**config.mk**
```make
export PLATFORM = sky130hd
export DESIGN_NAME = sd_stream_ctrl
export DESIGN_NICKNAME = d
export VERILOG_FILES = /design/src/rtl/sd_pkg.sv /design/src/rtl/sd_shift_match.sv /design/src/rtl/sd_stream_ctrl.sv
export SDC_FILE = /design/constraint.sdc
export NUM_CORES = 1
export LEC_CHECK = 0
export CAP_MARGIN = 10
export CORE_MARGIN = 2
export CORE_UTILIZATION = 23
export DETAILED_ROUTE_END_ITERATION = 7
export PLACE_DENSITY_LB_ADDON = 0.2
export SLEW_MARGIN = 20
export SYNTH_ARGS = -nofsm -noshare
export SYNTH_HDL_FRONTEND = slang
export SYNTH_SLANG_ARGS = --single-unit
```
**constraint.sdc**
```tcl
create_clock -name clk -period 3 [get_ports clk]
set_input_delay 0.9 -clock clk [delete_from_list [all_inputs] [get_ports clk]]
set_output_delay 0.9 -clock clk [all_outputs]
set_load 0.005 [all_outputs]
```
**src/rtl/sd_pkg.sv**
```systemverilog
// rtl/sd_pkg.sv - shared types and constants for the serial sequence detector
package sd_pkg;

   localparam int         HIST_W  = 8;
   localparam logic [3:0] LEN_MAX = 4'd8;

   typedef enum logic [1:0] {
      SD_IDLE  = 2'b00,
      SD_SHIFT = 2'b01
   } sd_state_t;

   // Pattern lengths above the history width behave as a full-width compare
   function automatic logic [3:0] clamp_len(input logic [3:0] len);
      return (len > LEN_MAX) ? LEN_MAX : len;
   endfunction

endpackage

```
**src/rtl/sd_shift_match.sv**
```systemverilog
// rtl/sd_shift_match.sv - bit history, fill tracking and masked pattern compare
module sd_shift_match
   import sd_pkg::*;
(
   input  logic              clk,
   input  logic              rst,
   input  logic              i_clr,
   input  logic              i_shift_en,
   input  logic              i_bit,
   input  logic [3:0]        i_len,
   input  logic [HIST_W-1:0] i_pattern,
   output logic              o_hit
);

   logic [HIST_W-1:0] r_history;
   logic [3:0]        r_fill;
   logic [HIST_W-1:0] w_next_history;
   logic [HIST_W-1:0] w_mask;
   logic [3:0]        w_next_fill;

   // Compare the history as it will look after this edge; a clear discards the bit
   always_comb begin
      w_next_history = {r_history[HIST_W-2:0], i_bit};
      w_next_fill    = (r_fill >= LEN_MAX) ? LEN_MAX : r_fill + 4'd1;
      w_mask         = '0;
      for (int i = 0; i < HIST_W; i++) begin
         if (4'(i) < i_len) begin
            w_mask[i] = 1'b1;
         end
      end
      o_hit = i_shift_en && !i_clr && (i_len != 4'd0) && (w_next_fill >= i_len) &&
              (((w_next_history ^ i_pattern) & w_mask) == '0);
   end

   // History and fill advance one bit per shifting edge and survive idle gaps
   always_ff @(posedge clk or negedge rst) begin
      if (!rst) begin
         r_history <= '0;
         r_fill    <= '0;
      end else if (i_clr) begin
         r_history <= '0;
         r_fill    <= '0;
      end else if (i_shift_en) begin
         r_history <= w_next_history;
         r_fill    <= w_next_fill;
      end
   end

endmodule

```
**src/rtl/sd_stream_ctrl.sv**
```systemverilog
// rtl/sd_stream_ctrl.sv - byte stream to serial detector with match counter and interrupt
module sd_stream_ctrl
   import sd_pkg::*;
#(
   parameter int CNT_W = 8
)(
   input  logic             clk,
   input  logic             rst,
   input  logic             clr,
   input  logic [7:0]       cfg_pattern,
   input  logic [3:0]       cfg_len,
   input  logic [CNT_W-1:0] cfg_thresh,
   input  logic             in_valid,
   input  logic [7:0]       in_data,
   output logic             in_ready,
   output logic             det_pulse,
   output logic [CNT_W-1:0] match_cnt,
   output logic             thresh_irq,
   input  logic             irq_clr,
   output logic             busy,
   output logic [1:0]       state_out
);

   sd_state_t        r_state;
   sd_state_t        w_next_state;
   logic [7:0]       r_byte;
   logic [2:0]       r_bit_idx;
   logic [7:0]       r_pattern;
   logic [3:0]       r_len;
   logic [CNT_W-1:0] r_thresh;
   logic             r_det;
   logic [CNT_W-1:0] r_cnt;
   logic             r_irq;

   logic             w_ready;
   logic             w_xfer;
   logic             w_shift;
   logic             w_hit;
   logic             w_cnt_inc;
   logic [CNT_W-1:0] w_cnt_plus;
   logic             w_irq_set;

   assign w_ready    = (r_state == SD_IDLE) || ((r_state == SD_SHIFT) && (r_bit_idx == 3'd0));
   assign w_xfer     = in_valid && w_ready;
   assign w_shift    = (r_state == SD_SHIFT);
   assign w_cnt_plus = r_cnt + 1'b1;
   assign w_cnt_inc  = w_hit && (r_cnt != '1);
   assign w_irq_set  = w_cnt_inc && (r_thresh != '0) && (w_cnt_plus == r_thresh);

   assign in_ready   = w_ready;
   assign det_pulse  = r_det;
   assign match_cnt  = r_cnt;
   assign thresh_irq = r_irq;
   assign state_out  = r_state;

   // State register; only legal encodings are ever loaded
   always_ff @(posedge clk or negedge rst) begin
      if (!rst) begin
         r_state <= SD_IDLE;
      end else begin
         r_state <= w_next_state;
      end
   end

   // Next state: stay in SHIFT across the last bit when the next byte is handed over
   always_comb begin
      w_next_state = SD_IDLE;
      busy         = 1'b0;
      case (r_state)
         SD_IDLE: begin
            w_next_state = in_valid ? SD_SHIFT : SD_IDLE;
         end
         SD_SHIFT: begin
            busy = 1'b1;
            if (r_bit_idx != 3'd0) begin
               w_next_state = SD_SHIFT;
            end else begin
               w_next_state = in_valid ? SD_SHIFT : SD_IDLE;
            end
         end
         default: begin
            w_next_state = SD_IDLE;
         end
      endcase
   end

   // Byte and configuration are captured together so cfg edits only apply per byte
   always_ff @(posedge clk or negedge rst) begin
      if (!rst) begin
         r_byte    <= '0;
         r_bit_idx <= 3'd7;
         r_pattern <= '0;
         r_len     <= '0;
         r_thresh  <= '0;
      end else if (w_xfer) begin
         r_byte    <= in_data;
         r_bit_idx <= 3'd7;
         r_pattern <= cfg_pattern;
         r_len     <= clamp_len(cfg_len);
         r_thresh  <= cfg_thresh;
      end else if (w_shift) begin
         r_bit_idx <= r_bit_idx - 3'd1;
      end
   end

   sd_shift_match u_match (
      .clk        (clk),
      .rst        (rst),
      .i_clr      (clr),
      .i_shift_en (w_shift),
      .i_bit      (r_byte[r_bit_idx]),
      .i_len      (r_len),
      .i_pattern  (r_pattern),
      .o_hit      (w_hit)
   );

   // Match strobe, saturating count and sticky interrupt where a new set beats irq_clr
   always_ff @(posedge clk or negedge rst) begin
      if (!rst) begin
         r_det <= 1'b0;
         r_cnt <= '0;
         r_irq <= 1'b0;
      end else begin
         r_det <= w_hit;
         if (clr) begin
            r_cnt <= '0;
            r_irq <= 1'b0;
         end else begin
            if (w_cnt_inc) begin
               r_cnt <= w_cnt_plus;
            end
            if (w_irq_set) begin
               r_irq <= 1'b1;
            end else if (irq_clr) begin
               r_irq <= 1'b0;
            end
         end
      end
   end

endmodule

```
==> out/results.ini <==
[status]
status = complete, no violations

[synthesis]
yosys_warnings = 0
ys_seq_elements = 53
synthDistinctLibCells = 52
synth_flop_cell = dfrtp_1
syn_nets = 287
synth.largest_area_cell = dfrtp_1
synth_edf_count = 0
synth_seq_area_share_pct = 47.7
async_flop_share_pct = 100
syn_area_um2 = 2790
ys_top_cells_by_area = dfrtp_1 45%, mux2_2 9.7%, xnor2_1 5.3%, ha_1 4.0%, mux2i_1 3.6%
synth_top_area_share_pct = 44.8
synth.avg_cell_area_um2 = 11.4
synthCells = 245

[timing]
timing.final.crit_period_ns = 2.77
post-route-period-util_pct = 92.4
finalSetupViolCount = 0
rsz0062_at_grt = false
drv_slew = 0
fin_skew_ns = 0.00520
slew_headroom_pct = 54.0
hold_viol = 0
fmax_mhz = 361
tns_ns = 0
worst_slew_pin_slew_ns = 0.690

[critical_path]
path_class = reg -> out
reg2regPathDepth = 10
crit_fanout = 3
worstSetupEndpointType = primary output
required_ns = 2.10
cp_data_arrival_time_ns = 1.87
cp-start-kind = flip-flop

[routing]
dr.pass1.iters = 4
drt_iter0_drc = 58
routed_via_density = 4.39
drc = 0
ant_nets = 0
vias = 1935
route.detailed.wl_per_inst_um = 13.8
totalWireLength_um = 6080

[cts]
root_buffer = clkbuf_16
clk_pin_slew_ns = 0.07
cts.sinks = 53
ctsResizeCount = 0
clk_latency_ns = 0.29
cts_buffers = 5
postCtsSetupRepairBufs = 0
cts_tree = built
clock_path_buffers = 2
htree_levels = 2
hold_buffers = 0

[pwr]
p_total_mw = 2.96
power_density_nw_per_um2 = 828
vdd_drop_max_mv = 0.287
p_leak_nw = 1.55

[die]
dieWidth_um = 114
pin_count = 47
coreArea_um2 = 11900
initial_core_util_pct = 23.4
std_cell_rows = 40
dieHeight_um = 114
die-area_um2 = 13000

[placed_design]
place.gp.congestion = 0.706
io_buffers = 45
dp_hpwl_um = 4500

[layout]
drive_above_1_share_pct = 16.7
mostFrequentLayoutCell = dfrtp_1
antenna_cells = 0
synthToLayoutAreaGrowth_pct = 28.2
fin_nets = 335
nFillCells = 1272
layout_common_cells = 50 x dfrtp_1, 44 x clkdlybuf4s50_1, 24 x mux2_2, 17 x xnor2_1, 17 x nor2_1

[global_routing]
grt_pass1_vias = 1984
antenna_found_initial = 0
grt.total_usage_pct = 10.0
grt_max_degree = 54
grt_pass1_wl_um = 10200
overflow = 0

[worst_hold_path]
hp-class = reg -> reg
whs_path_depth = 1

[run]
maxCapViolCount = 0

[sequential cells by signal (all words and copies together) (netlist names), 3 cells and up]
signal and count:
match_cnt 8, r_byte 8, r_pattern 8, r_thresh 8
u_match.r_history 7, r_len 4, u_match.r_fill 4, r_bit_idx 3
[cells in the mapped netlist, types with 4 or more instances]
cell	number
dfrtp_1	50
nand2b_1	4
inv_1	16
mux2_2	24
mux2i_1	10
xnor2_1	17
nand2_1	5
ha_1	9
clkbuf_1	4
o21ai_0	7
nand3_1	5
xor2_1	4
a21oi_1	10
nor2_1	17
o21ai_1	4
[layer usage]
metal | track usage, % | wire [um]
met3 | 1.96 | 226
met4 | 2.93 | 74
met2 | 15.4 | 2670
met1 | 14.4 | 3110
met5 | 0 | 0
[worst max-delay path, stage by stage, from the launching register on]
cell	delay (ns)
dfstp_2	0.37
inv_1	0.14
ha_1	0.19
inv_1	0.05
o21ai_0	0.27
clkdlybuf4s50_1	0.56
[layout make-up]
class | count | area [um2] | area share, %
Multi-Input combinational cell | 166 | 1350 | 37.6
Sequential cell | 53 | 1330 | 37.2
Timing Repair Buffer | 51 | 490 | 13.7
Tap cell | 147 | 184 | 5.14
Clock buffer | 6 | 129 | 3.60
Inverter | 16 | 60.1 | 1.68
Clock inverter | 2 | 38.8 | 1.08
[where the power goes]
group / leakage (nW) / switching [mW] / total [mW] / internal [mW]
clock network: 0.0810 / 0.257 / 0.652 / 0.396
logic: 0.797 / 0.505 / 1.12 / 0.613
registers: 0.668 / 0.218 / 1.19 / 0.973
total: 1.55 / 0.980 / 2.96 / 1.98
[stage by stage]
stage	utilization, %	worst slack, ns	area, um2	instances	hold slack, ns
floorplan	-	0.788	2790	245	0.472
global placement	28.6	0.201	3410	433	0.484
detailed placement	28.6	0.169	3410	433	0.492
CTS	30.0	0.178	3580	441	0.509
global route	30.0	0.0468	3580	441	0.519
finish	30.0	0.228	3580	441	0.501
[cells by family (layout without fill, tap and decap cells)]
logic type               after synthesis  after routing  synth area share (%)
AO/OA/AOI/OAI                         41             41                  9.55
flip-flops                            53             53                  47.7
XOR/XNOR                              22             22                  7.17
AND/OR/NAND/NOR                       56             56                  11.3
buffers and inverters                 26             75                  4.13
other                                  1              1                 0.134
multiplexers                          37             37                  16.0
adder cells (fa/ha/maj)                9              9                  4.04
[path summary, 6_finish.rpt]
kind	startpoint	endpoint	slack [ns]
setup / recovery	r_bit_idx[1]	in_ready	0.23
min in group asynchronous	rst	thresh_irq	0.73
hold / removal	thresh_irq	thresh_irq	0.50
setup reg to reg	u_match.r_fill[0]	match_cnt[2]	0.49
max in group asynchronous	rst	u_match.r_fill[3]	1.81
hold reg to reg	thresh_irq	thresh_irq	0.50
No activity file was read; power rests on OpenSTA's default activity.
